===== src/rtl/wave_pkg.sv =====
// -----------------------------------------------------------------------------
// wave_pkg
// Shared constants for the waveform generator / measurement family.
//   SAMPLE_W  : width of an offset-binary sample
//   MIDSCALE  : offset-binary zero (midscale) code
//   sample_t  : sample type used across the family
//   ST_*      : wave_meas FSM state encoding
// No ports (package).
// -----------------------------------------------------------------------------
package wave_pkg;

   localparam int SAMPLE_W = 14;

   typedef logic [SAMPLE_W-1:0] sample_t;

   localparam sample_t MIDSCALE = 14'd8192;

   localparam logic [1:0] ST_IDLE    = 2'd0;
   localparam logic [1:0] ST_MEASURE = 2'd1;
   localparam logic [1:0] ST_REPORT  = 2'd2;

endpackage


===== src/rtl/wave_meas_if.sv =====
// -----------------------------------------------------------------------------
// wave_meas_if
// Sample stream in, measurement results out.
//   en, sample_valid, sample            : driven by the source (master)
//   crossings, vmax, vmin, vpp,
//   result_valid, busy                  : driven by wave_meas (slave)
// -----------------------------------------------------------------------------
interface wave_meas_if
   import wave_pkg::*;
#(
   parameter int CNT_W = 16
) ();

   logic             en;
   logic             sample_valid;
   sample_t          sample;
   logic [CNT_W-1:0] crossings;
   sample_t          vmax;
   sample_t          vmin;
   sample_t          vpp;
   logic             result_valid;
   logic             busy;

   modport master (
      output en, sample_valid, sample,
      input  crossings, vmax, vmin, vpp, result_valid, busy
   );

   modport slave (
      input  en, sample_valid, sample,
      output crossings, vmax, vmin, vpp, result_valid, busy
   );

endinterface


===== src/rtl/wave_meas_xing_detect.sv =====
// -----------------------------------------------------------------------------
// xing_detect
// Rising midscale crossing detector with a hysteresis band of +/-HYST.
//   clk, rst  : clock, asynchronous active-high reset
//   i_clr     : synchronous clear of the armed flag (window start)
//   i_vld     : sample qualifier (already gated to MEASURE by the caller)
//   i_sample  : offset-binary sample
//   o_xing    : one-cycle strobe, combinational from the current sample
// -----------------------------------------------------------------------------
module xing_detect
   import wave_pkg::*;
#(
   parameter int HYST = 64
) (
   input  logic    clk,
   input  logic    rst,
   input  logic    i_clr,
   input  logic    i_vld,
   input  sample_t i_sample,
   output logic    o_xing
);

   localparam sample_t LO_THR = MIDSCALE - sample_t'(HYST);
   localparam sample_t HI_THR = MIDSCALE + sample_t'(HYST);

   logic r_armed;
   logic w_below;
   logic w_above;

   assign w_below = (i_sample <  LO_THR);
   assign w_above = (i_sample >= HI_THR);

   // Strobe is combinational so the caller can fold it into the same cycle's
   // running count, including the final sample of a window.
   assign o_xing = i_vld & r_armed & w_above;

   always_ff @(posedge clk or posedge rst) begin
      if (rst) begin
         r_armed <= 1'b0;
      end else if (i_clr) begin
         r_armed <= 1'b0;
      end else if (i_vld) begin
         if (w_below)
            r_armed <= 1'b1;
         else if (o_xing)
            r_armed <= 1'b0;
      end
   end

endmodule


===== src/rtl/wave_meas.sv =====
// -----------------------------------------------------------------------------
// wave_meas
// Gated-window waveform measurement: counts rising midscale crossings (with
// hysteresis) and tracks min/max over GATE_CYCLES clocks, then publishes one
// result set per window with a one-cycle result_valid pulse.
//   clk, rst : clock, asynchronous active-high reset
//   bus      : wave_meas_if.slave
//              in : en, sample_valid, sample
//              out: crossings, vmax, vmin, vpp, result_valid, busy
// -----------------------------------------------------------------------------
module wave_meas
   import wave_pkg::*;
#(
   parameter int GATE_CYCLES = 4096,
   parameter int HYST        = 64,
   parameter int CNT_W       = 16
) (
   input  logic        clk,
   input  logic        rst,
   wave_meas_if.slave  bus
);

   localparam int                 WIN_W    = $clog2(GATE_CYCLES);
   localparam logic [WIN_W-1:0]   WIN_LAST = WIN_W'(GATE_CYCLES - 1);
   localparam logic [WIN_W-1:0]   WIN_ONE  = WIN_W'(1);
   localparam logic [CNT_W-1:0]   CNT_MAX  = '1;
   localparam logic [CNT_W-1:0]   CNT_ONE  = CNT_W'(1);

   // Saturating increment: the crossing count sticks at all-ones.
   function automatic logic [CNT_W-1:0] f_sat_inc(input logic [CNT_W-1:0] cnt,
                                                  input logic             inc);
      if (inc && (cnt != CNT_MAX))
         return cnt + CNT_ONE;
      return cnt;
   endfunction

   // Peak-to-peak clamps to 0 for an empty window (max=0, min=all-ones).
   function automatic sample_t f_vpp(input sample_t mx, input sample_t mn);
      if (mx >= mn)
         return mx - mn;
      return '0;
   endfunction

   logic [1:0]       r_state;
   logic [WIN_W-1:0] r_win_cnt;
   logic [CNT_W-1:0] r_cnt;
   sample_t          r_max;
   sample_t          r_min;

   logic [CNT_W-1:0] r_crossings;
   sample_t          r_vmax;
   sample_t          r_vmin;
   sample_t          r_vpp;
   logic             r_rvld;

   logic             w_in_meas;
   logic             w_smp;
   logic             w_clr;
   logic             w_last;
   logic             w_xing;
   logic [CNT_W-1:0] w_cnt_nxt;
   sample_t          w_max_nxt;
   sample_t          w_min_nxt;

   assign w_in_meas = (r_state == ST_MEASURE) && bus.en;
   assign w_smp     = w_in_meas && bus.sample_valid;
   // Window start: leaving IDLE or REPORT with en held high.
   assign w_clr     = (r_state != ST_MEASURE) && bus.en;
   assign w_last    = w_in_meas && (r_win_cnt == WIN_LAST);

   xing_detect #(
      .HYST (HYST)
   ) u_xing (
      .clk      (clk),
      .rst      (rst),
      .i_clr    (w_clr),
      .i_vld    (w_smp),
      .i_sample (bus.sample),
      .o_xing   (w_xing)
   );

   assign w_cnt_nxt = f_sat_inc(r_cnt, w_xing);
   assign w_max_nxt = (w_smp && (bus.sample > r_max)) ? bus.sample : r_max;
   assign w_min_nxt = (w_smp && (bus.sample < r_min)) ? bus.sample : r_min;

   // The result registers load on the edge that ends the final MEASURE cycle,
   // using the running values already merged with that cycle's sample, so
   // the published set and result_valid are visible during the REPORT cycle.
   always_ff @(posedge clk or posedge rst) begin
      if (rst) begin
         r_state     <= ST_IDLE;
         r_win_cnt   <= '0;
         r_cnt       <= '0;
         r_max       <= '0;
         r_min       <= '1;
         r_crossings <= '0;
         r_vmax      <= '0;
         r_vmin      <= '0;
         r_vpp       <= '0;
         r_rvld      <= 1'b0;
      end else begin
         r_rvld <= 1'b0;
         case (r_state)
            ST_IDLE, ST_REPORT: begin
               if (bus.en) begin
                  r_state   <= ST_MEASURE;
                  r_win_cnt <= '0;
                  r_cnt     <= '0;
                  r_max     <= '0;
                  r_min     <= '1;
               end else begin
                  r_state   <= ST_IDLE;
               end
            end
            ST_MEASURE: begin
               if (!bus.en) begin
                  // Partial window is discarded; published results hold.
                  r_state <= ST_IDLE;
               end else begin
                  r_win_cnt <= r_win_cnt + WIN_ONE;
                  r_cnt     <= w_cnt_nxt;
                  r_max     <= w_max_nxt;
                  r_min     <= w_min_nxt;
                  if (w_last) begin
                     r_state     <= ST_REPORT;
                     r_crossings <= w_cnt_nxt;
                     r_vmax      <= w_max_nxt;
                     r_vmin      <= w_min_nxt;
                     r_vpp       <= f_vpp(w_max_nxt, w_min_nxt);
                     r_rvld      <= 1'b1;
                  end
               end
            end
            default: r_state <= ST_IDLE;
         endcase
      end
   end

   assign bus.crossings    = r_crossings;
   assign bus.vmax         = r_vmax;
   assign bus.vmin         = r_vmin;
   assign bus.vpp          = r_vpp;
   assign bus.result_valid = r_rvld;
   assign bus.busy         = (r_state == ST_MEASURE);

endmodule


===== src/flat_wrapper.sv =====
// flat-port wrapper written by rule: the top's interface ports become plain ports
module wave_meas_flat import wave_pkg::*;
#(
   parameter int GATE_CYCLES = 4096,
   parameter int HYST        = 64,
   parameter int CNT_W       = 16
)
  (clk, rst, bus_en, bus_sample_valid, bus_sample, bus_crossings, bus_vmax, bus_vmin, bus_vpp, bus_result_valid, bus_busy);
  wave_meas_if #(.CNT_W(CNT_W)) bus_i ();
  input  logic clk;
  input  logic rst;
  input wire logic [$bits(bus_i.en)-1:0] bus_en;
  input wire logic [$bits(bus_i.sample_valid)-1:0] bus_sample_valid;
  input wire logic [$bits(bus_i.sample)-1:0] bus_sample;
  output wire logic [$bits(bus_i.crossings)-1:0] bus_crossings;
  output wire logic [$bits(bus_i.vmax)-1:0] bus_vmax;
  output wire logic [$bits(bus_i.vmin)-1:0] bus_vmin;
  output wire logic [$bits(bus_i.vpp)-1:0] bus_vpp;
  output wire logic [$bits(bus_i.result_valid)-1:0] bus_result_valid;
  output wire logic [$bits(bus_i.busy)-1:0] bus_busy;
  assign bus_i.en = bus_en;
  assign bus_i.sample_valid = bus_sample_valid;
  assign bus_i.sample = bus_sample;
  assign bus_crossings = bus_i.crossings;
  assign bus_vmax = bus_i.vmax;
  assign bus_vmin = bus_i.vmin;
  assign bus_vpp = bus_i.vpp;
  assign bus_result_valid = bus_i.result_valid;
  assign bus_busy = bus_i.busy;
  wave_meas #(.GATE_CYCLES(GATE_CYCLES), .HYST(HYST), .CNT_W(CNT_W)) u_core (.clk(clk), .rst(rst), .bus(bus_i));
endmodule

===== config.mk =====
export PLATFORM = sky130hd
export DESIGN_NAME = wave_meas_flat
export DESIGN_NICKNAME = d
export VERILOG_FILES = /design/src/rtl/wave_pkg.sv /design/src/rtl/wave_meas_if.sv /design/src/rtl/wave_meas_xing_detect.sv /design/src/rtl/wave_meas.sv /design/src/flat_wrapper.sv
export SDC_FILE = /design/constraint.sdc
export NUM_CORES = 1
export LEC_CHECK = 0
export CAP_MARGIN = 15
export CORE_ASPECT_RATIO = 1.1
export CORE_MARGIN = 2
export CORE_UTILIZATION = 33
export CTS_BUF_LIST = sky130_fd_sc_hd__clkbuf_4
export CTS_CLUSTER_SIZE = 16
export DETAILED_ROUTE_END_ITERATION = 7
export GPL_ROUTABILITY_DRIVEN = 0
export PLACE_DENSITY = 0.54
export SLEW_MARGIN = 20
export SYNTH_ARGS = -nofsm -noshare
export SYNTH_HDL_FRONTEND = slang
export SYNTH_SLANG_ARGS = --single-unit

===== constraint.sdc =====
create_clock -name clk -period 13.3 [get_ports clk]
set_input_delay 3.99 -clock clk [delete_from_list [all_inputs] [get_ports clk]]
set_output_delay 3.99 -clock clk [all_outputs]
set_load 0.02 [all_outputs]

# Word level (Yosys, flattened, before mapping)
# Index checks and enable logic that the tools add are counted.
dict set report word_totals {
  out_inout_bits 60
  wordCells 78
  register_bits 118
  inputBits 18
}
dict set report op_classes {
  eq_ne 8
  mux 34
  reduce_logical 15
  order_cmp 5
  n_bitwise 2
  add_sub_neg 3
}
# op count
set ops {}
lappend ops {{14-bit two-way mux} 8}
lappend ops {{16-bit two-way mux} 4}
lappend ops {{14-bit case mux with 2 select lines} 2}
lappend ops {{16-bit case mux with 2 select lines} 1}
lappend ops {{12-bit two-way mux} 2}
lappend ops {{12-bit case mux with 2 select lines} 1}
lappend ops {{16-bit by 1-bit adder with 16-bit output, second input constant} 1}
lappend ops {{16-bit != test, second input constant} 1}
lappend ops {{14-bit >= comparator} 1}
lappend ops {{14-bit >= comparator, second input constant} 1}
lappend ops {{14-bit > comparator} 1}
lappend ops {{14-bit by 13-bit < comparator with 1-bit output, second input constant} 1}
lappend ops {{14-bit < comparator} 1}
lappend ops {{14-bit subtractor} 1}
lappend ops {{1-bit two-way mux} 13}
lappend ops {{12-bit by 1-bit adder with 12-bit output, second input constant} 1}
lappend ops {{12-bit == test, second input constant} 1}
lappend ops {{1-bit logical AND} 7}
lappend ops {{3-bit AND reduction} 2}
lappend ops {{2-bit two-way mux} 2}
lappend ops {{2-bit != test, second input constant} 2}
lappend ops {{2-bit case mux with 2 select lines} 1}
lappend ops {{2-bit nonzero test} 2}
lappend ops {{3-bit by 2-bit != test with 1-bit output, second input constant} 1}
lappend ops {{other kinds (8)} 9}

# Longest topological paths before layout
dict set report depth {
  depth_word 11
  ltp_mapped 23
}

# Modules after synthesis
# Synthesis repeated with hierarchy kept, for this count alone.
dict set report hier_totals {
  hier_cells 745
  area_unflattened_um2 6734.0
}
# mod seq_area_each_um2 area_each_um2 instances cells_per_inst
set modules_own_cells {}
lappend modules_own_cells {wave_meas 2945.3 6632.6 1 733}
lappend modules_own_cells {xing_detect 25.0 101.3 1 12}

# Least setup slack after synthesis
# Ideal clock, no wire load.
dict set report synth_timing {
  path_kind {input to register}
  start {input port bus_sample[11]}
  end {register u_core.r_vpp[0] (netlist: u_core.bus.vpp[0])}
  required_ns 13.179
  setup_ns 0.121
  arrival_time_ns 7.613
  path_stages 20
  slack_ns 5.566
  path_cell_list {ha_1 a211o_1 o211ai_2 o2111ai_4 a21oi_2 buf_4 clkbuf_1 mux2i_1 inv_1 ha_1 inv_1 fa_1 maj3_1 o221ai_1 nand3b_1 a21oi_1 o21a_1 nor2_2 buf_2 a22o_1}
}
dict set report synth_between {
  elab_chain_len 9
}
# element line
set synth_lines {}
lappend synth_lines {{start: declaration} flat_wrapper.sv:14} ;# input wire logic [$bits(bus_i.sample)-1:0] bus_sample;
lappend synth_lines {{14-bit < comparator (*)} wave_meas.sv:84} ;# assign w_min_nxt = (w_smp && (bus.sample < r_min)) ? bus.sample : r_min;
lappend synth_lines {{1-bit logical AND (*)} wave_meas.sv:84}
lappend synth_lines {{14-bit two-way mux (*)} wave_meas.sv:84}
lappend synth_lines {{named net u_core.w_min_nxt[0]} wave_meas.sv:63} ;# sample_t w_min_nxt;
lappend synth_lines {{14-bit >= comparator} wave_meas.sv:39} ;# if (mx >= mn)
lappend synth_lines {{1-bit two-way mux} wave_meas.sv:39}
lappend synth_lines {{1-bit two-way mux} wave_meas.sv:124} ;# if (w_last) begin
lappend synth_lines {{1-bit two-way mux} wave_meas.sv:116} ;# if (!bus.en) begin
lappend synth_lines {{1-bit two-way mux} wave_meas.sv:103} ;# case (r_state)
lappend synth_lines {{14-bit two-way mux (*)} wave_meas.sv:41} ;# return '0;
lappend synth_lines {{end signal: assignment} wave_meas.sv:129} ;# r_vpp <= f_vpp(w_max_nxt, w_min_nxt);
lappend synth_lines {{end: declaration} wave_meas.sv:53} ;# sample_t r_vpp;
# The timed path passes the listed nets; every way through them passes the cells marked *. The select of a mux whose other input is x is not followed.
# A chain may end at the register's enable or synchronous reset.

# Worst setup path after layout
dict set report layout_timing {
  start {input port bus_sample[9]}
  end {register u_core.r_vpp[4] (netlist: u_core.bus.vpp[4])}
}
dict set report layout_between {
  elab_chain_len 9
}
# element line
set layout_lines {}
lappend layout_lines {{14-bit > comparator} wave_meas.sv:83} ;# assign w_max_nxt = (w_smp && (bus.sample > r_max)) ? bus.sample : r_max;
lappend layout_lines {{1-bit logical AND} wave_meas.sv:83}
lappend layout_lines {{14-bit two-way mux} wave_meas.sv:83}
lappend layout_lines {{named net u_core.w_max_nxt[7]} wave_meas.sv:62} ;# sample_t w_max_nxt;
lappend layout_lines {{14-bit >= comparator} wave_meas.sv:39}
lappend layout_lines {{1-bit two-way mux} wave_meas.sv:39}
lappend layout_lines {{1-bit two-way mux} wave_meas.sv:124}
lappend layout_lines {{1-bit two-way mux} wave_meas.sv:116}
lappend layout_lines {{1-bit two-way mux} wave_meas.sv:103}
lappend layout_lines {{14-bit two-way mux} wave_meas.sv:41}
# The timed path passes the listed nets, and every way through them passes these cells. The select of a mux whose other input is x is not followed.

==> results.md <==
* Sequential fraction of the synthesis area at 43.1%
* Worst Tran Pin Value at 904 ps
* VDD IR max at about 41 uV
* F_max at approximately 110 MHz
* Worst-Skew Late Latency at about 540 ps
* Avg Inst Size Synth at 8.86 sq um
* Worst hold path type: reg -> reg
* CTS Buf Count at 17
* P&R area growth vs syn at 19.2%
* Cell variety after synth at between 60 and 70
* HPWL after detailed placement at 13.3 mm
* DRC viols at 0
* Vias per cell at 5.20
* Layout cells sized above 1 at 8.77%
* CP peak stage delay at 700 ps
* Slew Viols, Final at 0
* Hold path depth at 2
* Status: finished, final reports clean
* Worst hold path startpoint: u_core.bus.crossings[5]
* Vias in the first global route at 5544
* FF-to-FF Start: u_core.r_max[2]
* Max clock buf depth at 2
* Clock sinks at 118
* Root Buffer: clkbuf_4
* Cells after synthesis at 778
* Chip width at around 140 microns
* Reg2reg end: u_core.bus.vpp[4]
* Hold_buf cts at 0
* Final nets at 902
* Leakage at ~0.0036 uW
* CP startpoint kind: primary input
* Setup violations, final at 0
* Min Tclk post-route at 8700 ps
* Final wirelength at 18.6 mm
* Crit Path Max Fanout at 30
* Setup Total Neg Slack at 0 ps
* Largest net degree at the start of global routing at 80
* Routed Antenna Nets at 0
* WP data arrival at 9180 ps
* Inst Count DP at 1079
* Die H at 156 microns
* Worst-path clk slew at 120 ps
* FF+latch count, synth at 118
* Post-synth EDFFs at 0
* Setup crit start: bus_sample[9]
* First-pass GRT wire length at 30.1 mm
* Rows at 55
* Cell area after layout at 0.00822 sq mm
* Worst slew margin relative to its limit at approximately two fifths
* Fillcell total at 2118
* Worst Hold End: u_core.bus.crossings[5]
* DRT iter0 DRCs at around 400
* Number of max-cap violations at 0
* Yosys warnings at 0
* Gr usage total at 17.5%
* Full die area at 0.0221 sq mm
* Port Buffers at 77
* Post-CTS setup buffers at 0
* Slowest cell on crit path: a21oi_4
* R2R Setup Slk at around 8000 ps
* Initial antenna violation count at 1
* Htree depth at 4
* Worst setup margin at 4600 ps
* Worst Reg-to-Reg Cells at 19
* CTS resizes at 0
* Initial DRT Pass Iterations at 5
* Setup WS pre-CTS at 4140 ps
* Final core occ at 40.1%
* Global route overflow at 0
* CTS tree: built
* Clock skew at 14.9 ps
* Post-Layout Cell Count at ~1.1k
* Hold Fails Final Rpt at 0
* Top Ports at 78
* Tcrit/Tclk final at 65.4%
* Top_reg_cell synth: dfrtp_1
* WP data required at 13780 ps
* DP Area at between 0.007 and 0.008 sq mm
* Synthesized net count at 838
* Unrepaired setup endpoints after global routing: no
* Via count at about 5.8k
* Wire per inst at 16.8 microns
* Post-Syn Area at 0.00689 sq mm
* CP Class: in -> reg
* Crit-path cells: clkdlybuf4s50_1 -> ha_1 -> nand2_1 -> o21ai_0 -> a21oi_1 -> a21oi_4 -> nor2_1 -> a21oi_1 -> inv_1 -> ha_1 -> nand4_1 -> nor2_1 -> nand2_1 -> nor3_1 -> nand4_1 -> o221a_1 -> o21a_1 -> nor2_2 -> a22o_1
* Power per cell area at 119 mW/mm^2
* Critical path capture point type: register
* Core footprint at 0.0205 sq mm
* FFs w/ async S/R, synth at 100%
* Starting density of the core at 33.6%
==> cell type report <==
cell class	instances	area, sq um	area share (%)
tap	256	320	3.90
sequential	118	2970	36.1
timing repair buffer	83	820	9.97
inverter	51	194	2.36
antenna	1	2.50	0.0304
multi-input combinational	571	3580	43.6
clock inverter	15	203	2.47
clock buffer	17	128	1.55
==> cell usage in the layout, fill, tap and decap left out, types with 4 or more instances in the layout <==
cell type / n
dfrtp_1: 104
and3_1: 12
nor2_1: 63
nand4_1: 15
clkbuf_4: 17
nand2_1: 80
dfstp_2: 14
mux2i_1: 9
xnor2_1: 14
a21oi_1: 56
o21ai_1: 8
xor2_1: 22
o21ai_0: 110
nand3_1: 35
nor3_1: 6
a211oi_1: 5
a21o_1: 6
inv_1: 50
buf_4: 5
o21a_1: 5
ha_1: 41
nand2b_1: 4
bufinv_16: 4
a211o_1: 4
a22o_1: 13
a31oi_1: 6
clkdlybuf4s50_1: 77
==> how the worst max path moves through the flow <==
stage                                    end  slack (ps)  cells after the start
after detailed placement   u_core.bus.vpp[5]        4140                     19
after CTS                  u_core.bus.vpp[2]        4710                     19
after global placement    u_core.bus.vpp[10]        4280                     17
final                      u_core.bus.vpp[4]        4600                     19
after floorplan            u_core.bus.vpp[0]        5570                     20
after global routing       u_core.bus.vpp[4]        4180                     19
==> cell usage after synthesis, types with 4 or more instances <==
cell | number | share of area, %
a211o_1 | 4 | 0.51
nand2b_1 | 4 | 0.36
o21a_1 | 5 | 0.54
a31oi_1 | 6 | 0.54
o21ai_0 | 110 | 8.0
clkbuf_1 | 33 | 1.8
a21o_1 | 6 | 0.65
and3_1 | 12 | 1.1
dfrtp_1 | 104 | 38
a211oi_1 | 5 | 0.54
nor2b_1 | 4 | 0.36
nand2_1 | 80 | 4.4
nor3_1 | 6 | 0.44
dfstp_2 | 14 | 5.3
nand4_1 | 15 | 1.4
o21ai_1 | 8 | 0.58
a21oi_1 | 56 | 4.1
xor2_1 | 22 | 2.8
nor2_1 | 63 | 3.4
mux2i_1 | 9 | 1.3
nand3_1 | 36 | 2.6
ha_1 | 41 | 7.4
a22o_1 | 13 | 1.7
inv_1 | 51 | 2.8
xnor2_1 | 14 | 1.8
==> flip-flops by register name (all words and copies together), names as in the netlist <==
name                     count
u_core.bus.crossings        16
u_core.r_cnt                16
u_core.bus.vmax             14
u_core.bus.vmin             14
u_core.bus.vpp              14
u_core.r_max                14
u_core.r_min                14
u_core.r_win_cnt            12
u_core.r_state               2
u_core.bus.result_valid      1
u_core.u_xing.r_armed        1
==> where the power goes <==
group / switching [uW] / leakage, uW / internal (uW)
registers: 14.7 / 0.00159 / 385
logic: 175 / 0.00186 / 94.8
clock network: 157 / 0.000173 / 151
==> layer usage <==
layer  part of all wire [%]  vias to the layer above  GRT usage, %
li1                       -                     2878             -
met1                     51                     2758          25.2
met2                     45                      124          26.6
met3                    2.8                       20          3.04
met4                    1.6                        0          5.86
met5                      0                        -             0
==> through the flow <==
| step | hold slack, ps | total power [uW] |
|---|---|---|
| 2_1_floorplan | 456 | 596 |
| 3_3_place_gp | 463 | 675 |
| 3_5_place_dp | 470 | 673 |
| 4_1_cts | 500 | 986 |
| 5_1_grt | 524 | 1040 |
| 6_report | 487 | 977 |
==> logic make-up (layout without fill, tap and decap cells) <==
group           Yosys count  count (layout)  synth area share, %
flops                   118             118                 43.1
compound gates          242             242                 21.5
simple gates            238             238                 16.1
mux                      12              12                 1.83
other cells               0               1                    0
xor+xnor                 36              36                 4.57
fa+ha+maj                43              43                 7.88
buf+inv                  89             166                 5.05
==> worst max-delay path: cells and delay by family <==
family	cells	cell delay, ps
AOI/OAI and AO/OA	7	2230
adders and majority gates	2	860
buffers and inverters	2	710
and+or+nand+nor	8	1390
Note: power is estimated with default switching activity, not from simulation.
